**config.mk**
```make
export PLATFORM = sky130hd
export DESIGN_NAME = gmii_rx_framer
export DESIGN_NICKNAME = d
export VERILOG_FILES = /design/src/rtl/gmii_rx_framer.sv
export SDC_FILE = /design/constraint.sdc
export NUM_CORES = 1
export LEC_CHECK = 0
export BUFFER_PORTS_ARGS = -buffer_cell sky130_fd_sc_hd__buf_2
export CAP_MARGIN = 20
export CORE_UTILIZATION = 45
export CTS_BUF_LIST = sky130_fd_sc_hd__clkbuf_16
export DETAILED_ROUTE_END_ITERATION = 8
export HOLD_SLACK_MARGIN = 0.15
export PLACE_DENSITY_LB_ADDON = 0.1
export SYNTH_ARGS = -nofsm -noshare
export SYNTH_HDL_FRONTEND = slang
export SYNTH_SLANG_ARGS = --single-unit
```
**constraint.sdc**
```tcl
create_clock -name rx_clk -period 2.7 [get_ports rx_clk]
set_input_delay 0.27 -clock rx_clk [delete_from_list [all_inputs] [get_ports rx_clk]]
set_output_delay 0.27 -clock rx_clk [all_outputs]
set_load 0.01 [all_outputs]
```
**src/rtl/gmii_rx_framer.sv**
```systemverilog
// GMII receive framer: strips preamble/SFD, checks FCS and length, drops the FCS and
// streams the payload with sop/eop/error flags. Define GMII_RX_STATS_EN for frame counters.
module gmii_rx_framer #(
  parameter int MIN_LEN = 64,
  parameter int MAX_LEN = 1518,
  parameter int CNT_W   = 32
) (
  input  logic             rx_clk,
  input  logic             rst,
  input  logic [7:0]       rxd,
  input  logic             rx_dv,
  input  logic             rx_er,
  output logic [7:0]       m_data,
  output logic             m_valid,
  output logic             m_sop,
  output logic             m_eop,
  output logic             m_crc_err,
  output logic             m_len_err,
  output logic             m_phy_err,
  output logic [CNT_W-1:0] stat_ok,
  output logic [CNT_W-1:0] stat_bad
);

  // Output stream: m_valid marks exactly one byte per cycle; there is no ready, so the
  // consumer must take every beat. sop/eop/err are meaningful only while m_valid=1.

  localparam logic [1:0]  ST_IDLE = 2'd0;
  localparam logic [1:0]  ST_PRE  = 2'd1;
  localparam logic [1:0]  ST_DATA = 2'd2;
  localparam logic [1:0]  ST_DROP = 2'd3;

  localparam logic [31:0] CRC_POLY    = 32'h04C11DB7;
  localparam logic [31:0] CRC_RESIDUE = 32'hC704DD7B;
  localparam logic [13:0] MIN_L       = 14'(MIN_LEN);
  localparam logic [13:0] MAX_L       = 14'(MAX_LEN);
  localparam logic [13:0] CNT_MAX     = 14'h3FFF;
  localparam logic [13:0] DLY_DEPTH   = 14'd5;

  logic [1:0]       state_q, state_d;
  logic [31:0]      crc_q, crc_d;
  logic [13:0]      cnt_q, cnt_d;
  logic [4:0][7:0]  dly_q, dly_d;
  logic             phy_q, phy_d;
  logic [7:0]       data_q, data_d;
  logic             valid_q, valid_d;
  logic             sop_q, sop_d;
  logic             eop_q, eop_d;
  logic             crc_err_q, crc_err_d;
  logic             len_err_q, len_err_d;
  logic             phy_err_q, phy_err_d;
  logic             evt_ok, evt_bad;
  logic             end_crc, end_len, end_phy;

  // Data bits enter LSB first against an MSB-first register, so a good frame leaves
  // the bit-reversed form of the usual 0xDEBB20E3 residue.
  function automatic logic [31:0] crc_byte(input logic [31:0] c, input logic [7:0] d);
    logic [31:0] r;
    r = c;
    for (int i = 0; i < 8; i++) begin
      if (r[31] ^ d[i]) r = {r[30:0], 1'b0} ^ CRC_POLY;
      else              r = {r[30:0], 1'b0};
    end
    return r;
  endfunction

  assign end_crc = (crc_q != CRC_RESIDUE);
  assign end_len = (cnt_q < MIN_L) || (cnt_q > MAX_L);
  assign end_phy = phy_q | rx_er;

  always_comb begin
    state_d   = state_q;
    crc_d     = crc_q;
    cnt_d     = cnt_q;
    dly_d     = dly_q;
    phy_d     = phy_q;
    data_d    = 8'h00;
    valid_d   = 1'b0;
    sop_d     = 1'b0;
    eop_d     = 1'b0;
    crc_err_d = 1'b0;
    len_err_d = 1'b0;
    phy_err_d = 1'b0;
    evt_ok    = 1'b0;
    evt_bad   = 1'b0;
    case (state_q)
      ST_IDLE: begin
        if (rx_dv) begin
          if (!rx_er && rxd == 8'h55) state_d = ST_PRE;
          else                        state_d = ST_DROP;
        end
      end
      ST_PRE: begin
        if (!rx_dv) begin
          state_d = ST_IDLE;
        end else if (rx_er) begin
          state_d = ST_DROP;
          evt_bad = 1'b1;
        end else if (rxd == 8'hD5) begin
          state_d = ST_DATA;
          crc_d   = 32'hFFFF_FFFF;
          cnt_d   = 14'd0;
          phy_d   = 1'b0;
        end else if (rxd != 8'h55) begin
          state_d = ST_DROP;
          evt_bad = 1'b1;
        end
      end
      ST_DATA: begin
        if (rx_dv) begin
          crc_d = crc_byte(crc_q, rxd);
          dly_d = {dly_q[3:0], rxd};
          if (cnt_q != CNT_MAX) cnt_d = cnt_q + 14'd1;
          if (rx_er) phy_d = 1'b1;
          // The line is full once five bytes are held; the oldest is then payload.
          if (cnt_q >= DLY_DEPTH) begin
            valid_d = 1'b1;
            data_d  = dly_q[4];
            sop_d   = (cnt_q == DLY_DEPTH);
          end
        end else begin
          state_d = ST_IDLE;
          if (cnt_q >= DLY_DEPTH) begin
            valid_d   = 1'b1;
            data_d    = dly_q[4];
            sop_d     = (cnt_q == DLY_DEPTH);
            eop_d     = 1'b1;
            crc_err_d = end_crc;
            len_err_d = end_len;
            phy_err_d = end_phy;
            evt_ok    = !(end_crc || end_len || end_phy);
            evt_bad   = end_crc || end_len || end_phy;
          end else begin
            evt_bad = 1'b1;
          end
        end
      end
      default: begin
        if (!rx_dv) state_d = ST_IDLE;
      end
    endcase
  end

  always_ff @(posedge rx_clk) begin
    if (rst) begin
      state_q   <= ST_IDLE;
      crc_q     <= 32'h0;
      cnt_q     <= 14'd0;
      dly_q     <= '0;
      phy_q     <= 1'b0;
      data_q    <= 8'h00;
      valid_q   <= 1'b0;
      sop_q     <= 1'b0;
      eop_q     <= 1'b0;
      crc_err_q <= 1'b0;
      len_err_q <= 1'b0;
      phy_err_q <= 1'b0;
    end else begin
      state_q   <= state_d;
      crc_q     <= crc_d;
      cnt_q     <= cnt_d;
      dly_q     <= dly_d;
      phy_q     <= phy_d;
      data_q    <= data_d;
      valid_q   <= valid_d;
      sop_q     <= sop_d;
      eop_q     <= eop_d;
      crc_err_q <= crc_err_d;
      len_err_q <= len_err_d;
      phy_err_q <= phy_err_d;
    end
  end

  assign m_data    = data_q;
  assign m_valid   = valid_q;
  assign m_sop     = sop_q;
  assign m_eop     = eop_q;
  assign m_crc_err = crc_err_q;
  assign m_len_err = len_err_q;
  assign m_phy_err = phy_err_q;

`ifdef GMII_RX_STATS_EN
  logic [CNT_W-1:0] stat_ok_q, stat_bad_q;

  always_ff @(posedge rx_clk) begin
    if (rst) begin
      stat_ok_q  <= '0;
      stat_bad_q <= '0;
    end else begin
      if (evt_ok && stat_ok_q != {CNT_W{1'b1}})   stat_ok_q  <= stat_ok_q + CNT_W'(1);
      if (evt_bad && stat_bad_q != {CNT_W{1'b1}}) stat_bad_q <= stat_bad_q + CNT_W'(1);
    end
  end

  assign stat_ok  = stat_ok_q;
  assign stat_bad = stat_bad_q;
`else
  logic stats_unused;
  assign stats_unused = evt_ok ^ evt_bad;
  assign stat_ok      = '0;
  assign stat_bad     = '0;
`endif

endmodule
```
After elaboration in Yosys (flattened, before gate mapping)
Index checks and enable logic that the tools add are counted.
{"block": "totals", "out_inout_bits": 78, "elab_cells": 118, "register_bits": 103, "in_bits": 12}
{"block": "op_classes", "muxes": 48, "bitwise": 19, "n_reduce_logical": 14, "n_eq_ne": 17, "n_lt_le_gt_ge": 3, "n_addsub": 1}
{"cell": "32-bit two-way mux", "n": 18}
{"cell": "27-bit two-way mux", "n": 8}
{"cell": "14-bit NOT", "n": 8}
{"cell": "14-bit two-way mux", "n": 5}
{"cell": "32-bit case mux with 2 select lines", "n": 1}
{"cell": "32-bit inequality test, second input constant", "n": 1}
{"cell": "14-bit case mux with 2 select lines", "n": 1}
{"cell": "14-bit by 1-bit adder with 14-bit output, second input constant", "n": 1}
{"cell": "14-bit by 3-bit == test with 1-bit output, second input constant", "n": 1}
{"cell": "14-bit by 3-bit greater-or-equal comparator with 1-bit output, second input constant", "n": 1}
{"cell": "14-bit by 11-bit > comparator with 1-bit output, second input constant", "n": 1}
{"cell": "14-bit by 7-bit less-than comparator with 1-bit output, second input constant", "n": 1}
{"cell": "2-bit two-way mux", "n": 7}
{"cell": "14-bit inequality test, second input constant", "n": 1}
{"cell": "2-bit inequality test, second input constant", "n": 7}
{"cell": "6-bit AND reduction", "n": 2}
{"cell": "8-bit by 7-bit == test with 1-bit output, second input constant", "n": 1}
{"cell": "8-bit == test, second input constant", "n": 1}
{"cell": "8-bit by 7-bit inequality test with 1-bit output, second input constant", "n": 1}
{"cell": "1-bit XOR", "n": 8}
{"cell": "1-bit two-way mux", "n": 6}
{"cell": "3-bit OR reduction", "n": 2}
{"cell": "5-bit inequality test, second input constant", "n": 1}
{"cell": "5-bit AND reduction", "n": 1}
{"cell": "16 further kinds", "n": 17}

Depth between registers and ports, before layout
{"block": "depth", "depth_word": 32, "ltp_mapped": 8}

Worst setup path before layout
Ideal clock, no wire load.
{"block": "synth_path", "path_type": "flip-flop to flip-flop", "start": "reg cnt_q[0]", "end": "reg cnt_q[13]", "arrival_ns": 1.763, "path_buffers": 2, "path_stages_with_launch": 9, "setup_ns": 0.070, "synth_period_minus_slack_ns": 1.833, "path_slack_ns": 0.867, "path_cell_list": "dfxtp_1 -> ha_1 -> nand4_1 -> o41ai_2 -> a21o_2 -> buf_6 -> buf_6 -> o31ai_1 -> a21oi_1"}
{"block": "synth_between", "elab_chain_cells": 4, "word_cells_on_any_way": 7, "classes_between": "add/sub (1); eq/ne (2); mux (3); reduce/logical (1)"}
{"element": "from (decl)", "line": "41", "text": "logic [13:0] cnt_q, cnt_d;"}
{"element": "from (signal assigned)", "line": "160", "text": "cnt_q <= cnt_d;"}
{"element": "14-bit by 1-bit adder with 14-bit output", "line": "112", "text": "if (cnt_q != CNT_MAX) cnt_d = cnt_q + 14'd1;"}
{"element": "14-bit two-way mux", "line": "112"}
{"element": "14-bit two-way mux", "line": "109", "text": "if (rx_dv) begin"}
{"element": "14-bit case mux with 2 select lines", "line": "85", "text": "case (state_q)"}
Several ways; a longest one is shown, not always the timed one. The select of a mux whose other input is x is not followed.
A chain may end at the register's enable or synchronous reset.

Final worst setup path
{"block": "layout_path", "start": "reg cnt_q[0]", "end": "reg cnt_q[7]"}
Same word-level chain as after synthesis.

==> flow_summary.toml <==
[outcome]
status = "finished, final reports clean"

[synthesis]
synthArstFlopShare_pct = 0
synthTopCellsByCount = "dfxtp_1 (103), nand2_1 (87), buf_4 (64), a21oi_1 (57), nor2_1 (38)"
post_synth_num_cell_types = 47
synth.avg_cell_area_um2 = 8.98
synth_top_cell_by_area = "dfxtp_1"
post_synth_main_area_contributors = "dfxtp_1 (40%), buf_4 (9.3%), nand2_1 (6.3%)"
seq_area_frac_synth_pct = 39.9
synth_edf_count = 0
synth_ff_type = "dfxtp_1"
yosysWarningCount = 0
yosysTopAreaCellShare_pct = 39.9
syn_inst = 575
yosysMostFrequentCell = "dfxtp_1"
synth_area_um2 = 5160
synth-seq-cells = 103

[floorplan]
die_w_um = 109
start_util_pct = 46.8
die_area_um2 = 11900
fp.dieH_um = 109
rows = 38
core_area_um2 = 11000
io_pins = 90

[layout]
syn2layout_area_growth_pct = 5.40
multi_input_area_um2 = 2710
diodes = 0
regArea_um2 = 2060
fin_nets = 601
fill_cells = 1106
drive_gt1_share_pct = 11.0

[detailed_routing]
dr.pass1.iters = 4
drc = 0
avgRoutedWirePerCell_um = 13.9
vias = 3639
drt-total-wl_um = 10100
vias_per_cell = 4.98
drt_first_iter_violations = 194
drtAntennaViolNets = 0

[grt]
gr-total-overflow = 0
antenna_found_initial = 0
grt_pass1_wl_um = 16700
grt_max_degree = 77
grt_usage_pct = 18.4
grt_pass1_vias = 3309

[clock_tree]
clockBufferDepth = 2
hold_buffers = 0
clkSinkCount = 103
cts_setup_buffers = 0
cts_buffers = 9
cts_resized = 0
clkLatencyLatePin_ns = 0.34
cts_tree = "yes"
cts.root.buffer_cell = "clkbuf_16"
h-tree-depth = 3
clk_pin_slew_worst_paths_ns = 0.06

[timing]
setup_viol = 0
hold_slack_ns = 0.190
final.period_utilization_pct = 82.8
slew_viol_final = 0
min_period_ns = 2.24
slew_headroom_pct = 44.5
max_freq_mhz = 447
rsz0062_at_grt = "no"
fin_tns_setup_ns = 0
tightestPinTransition_ns = 0.832
hold_violations = 0
clock-skew-final_ns = 0.00450

[critical_path]
end_kind = "flip-flop"
criticalPathCategory = "flip-flop to flip-flop"
r2r_cells = 6
regToRegSetupSlack_ns = 0.46
cp.required_ns = 2.91
timing.rr.end = "cnt_q[7]"
crit_path_start_kind = "flip-flop"
arrival_ns = 2.44
crit_path_max_fanout = 26
r2r_start = "cnt_q[0]"

[hold_path]
holdPathEnd = "m_phy_err"
hold_depth = 3
holdCritStartpoint = "rx_er"
hp-class = "primary input to flip-flop"

[power]
ir_drop_v = 0.000396
powerDensity_nw_per_um2 = 653
power_mw = 3.55
leakagePower_nw = 2.06

[place]
gp_congestion = 0.790
dp_hpwl_um = 6720
portBuffers = 25

[job]
maxCapViolCount = 0
## routing by layer
layer,vias to the layer above,global-route usage (%),part of all wire (%),wire length [µm]
li1,1836,-,-,-
met1,1705,24.3,47,4800
met2,83,28.7,47,4750
met3,15,5.32,4.1,416
met4,0,5.69,1.6,158
met5,-,0,0,0
## stage by stage
step / instances / util, % / setup slack [ns] / cell area (µm²)
3_5_place_dp: 715 / 46.6 / 0.521 / 5140
3_3_place_gp: 715 / 46.6 / 0.547 / 5140
4_1_cts: 730 / 49.4 / 0.505 / 5440
5_1_grt: 730 / 49.4 / 0.300 / 5440
6_report: 730 / 49.4 / 0.464 / 5440
2_1_floorplan: 638 / - / 0.867 / 5400
## state kept, by name (all words and copies together) (netlist names)
register and flops:
m_eop 1, m_valid 1, phy_q 1, m_phy_err 1
dly_q 40, m_crc_err 1, state_q 2, m_len_err 1
m_sop 1, cnt_q 14, crc_q 32, m_data 8
## logic make-up after synthesis
logic type | after synthesis | synth area share, %
other | 1 | 0.0726
AO/OA/AOI/OAI | 111 | 13.4
AND/OR/NAND/NOR | 185 | 17.3
adder cells (fa/ha/maj) | 3 | 0.727
XOR/XNOR | 72 | 16.1
flip-flops | 103 | 39.9
buffers and inverters | 100 | 12.4
## cells in the final DEF (no fill, tap or decap), drive strengths merged, types with 4 or more instances in the layout
cell type	instances
dfxtp	103
nand2	87
conb	64
a21oi	57
xnor2	47
nor2	38
buf	29
a211oi	27
xor2	24
inv	10
or4	10
and2	10
clkbuf	9
o31ai	8
nand3	7
o21ai	7
nand4b	5
nand2b	4
or3	4
nand4	4
## power breakdown
part / internal [mW] / switching, mW / leakage, nW / total, mW
clock: 0.797 / 0.539 / 0.152 / 1.34
sequential: 1.55 / 0.0364 / 0.834 / 1.59
combinational: 0.268 / 0.359 / 1.07 / 0.628
## final cells by class
class	count	area share, %
well taps	140	3.22
multi-input cells	435	49.7
inverters	8	0.552
flip-flops and latches	103	37.9
repair buffers	29	3.08
clock inverters	6	1.45
clock buffers	9	4.14
## worst max-delay path by stage
stage / slack (ns) / start / to / cells past startpoint
after floorplan: 0.87 / cnt_q[0] / cnt_q[13] / 8
after global placement: 0.55 / cnt_q[7] / m_crc_err / 5
after detailed placement: 0.52 / cnt_q[0] / cnt_q[12] / 6
after CTS: 0.50 / cnt_q[0] / cnt_q[7] / 6
after global routing: 0.30 / cnt_q[0] / cnt_q[13] / 6
final: 0.46 / cnt_q[0] / cnt_q[7] / 6
## worst max-delay path, cell delays in order, from the launching register on
cell	delay (ns)
dfxtp_1	0.42
ha_1	0.23
nand4_1	0.36
o41ai_2	0.44
a21o_2	0.41
or4_1	0.18
a21oi_1	0.06
No activity file was read; power rests on OpenSTA's default activity.
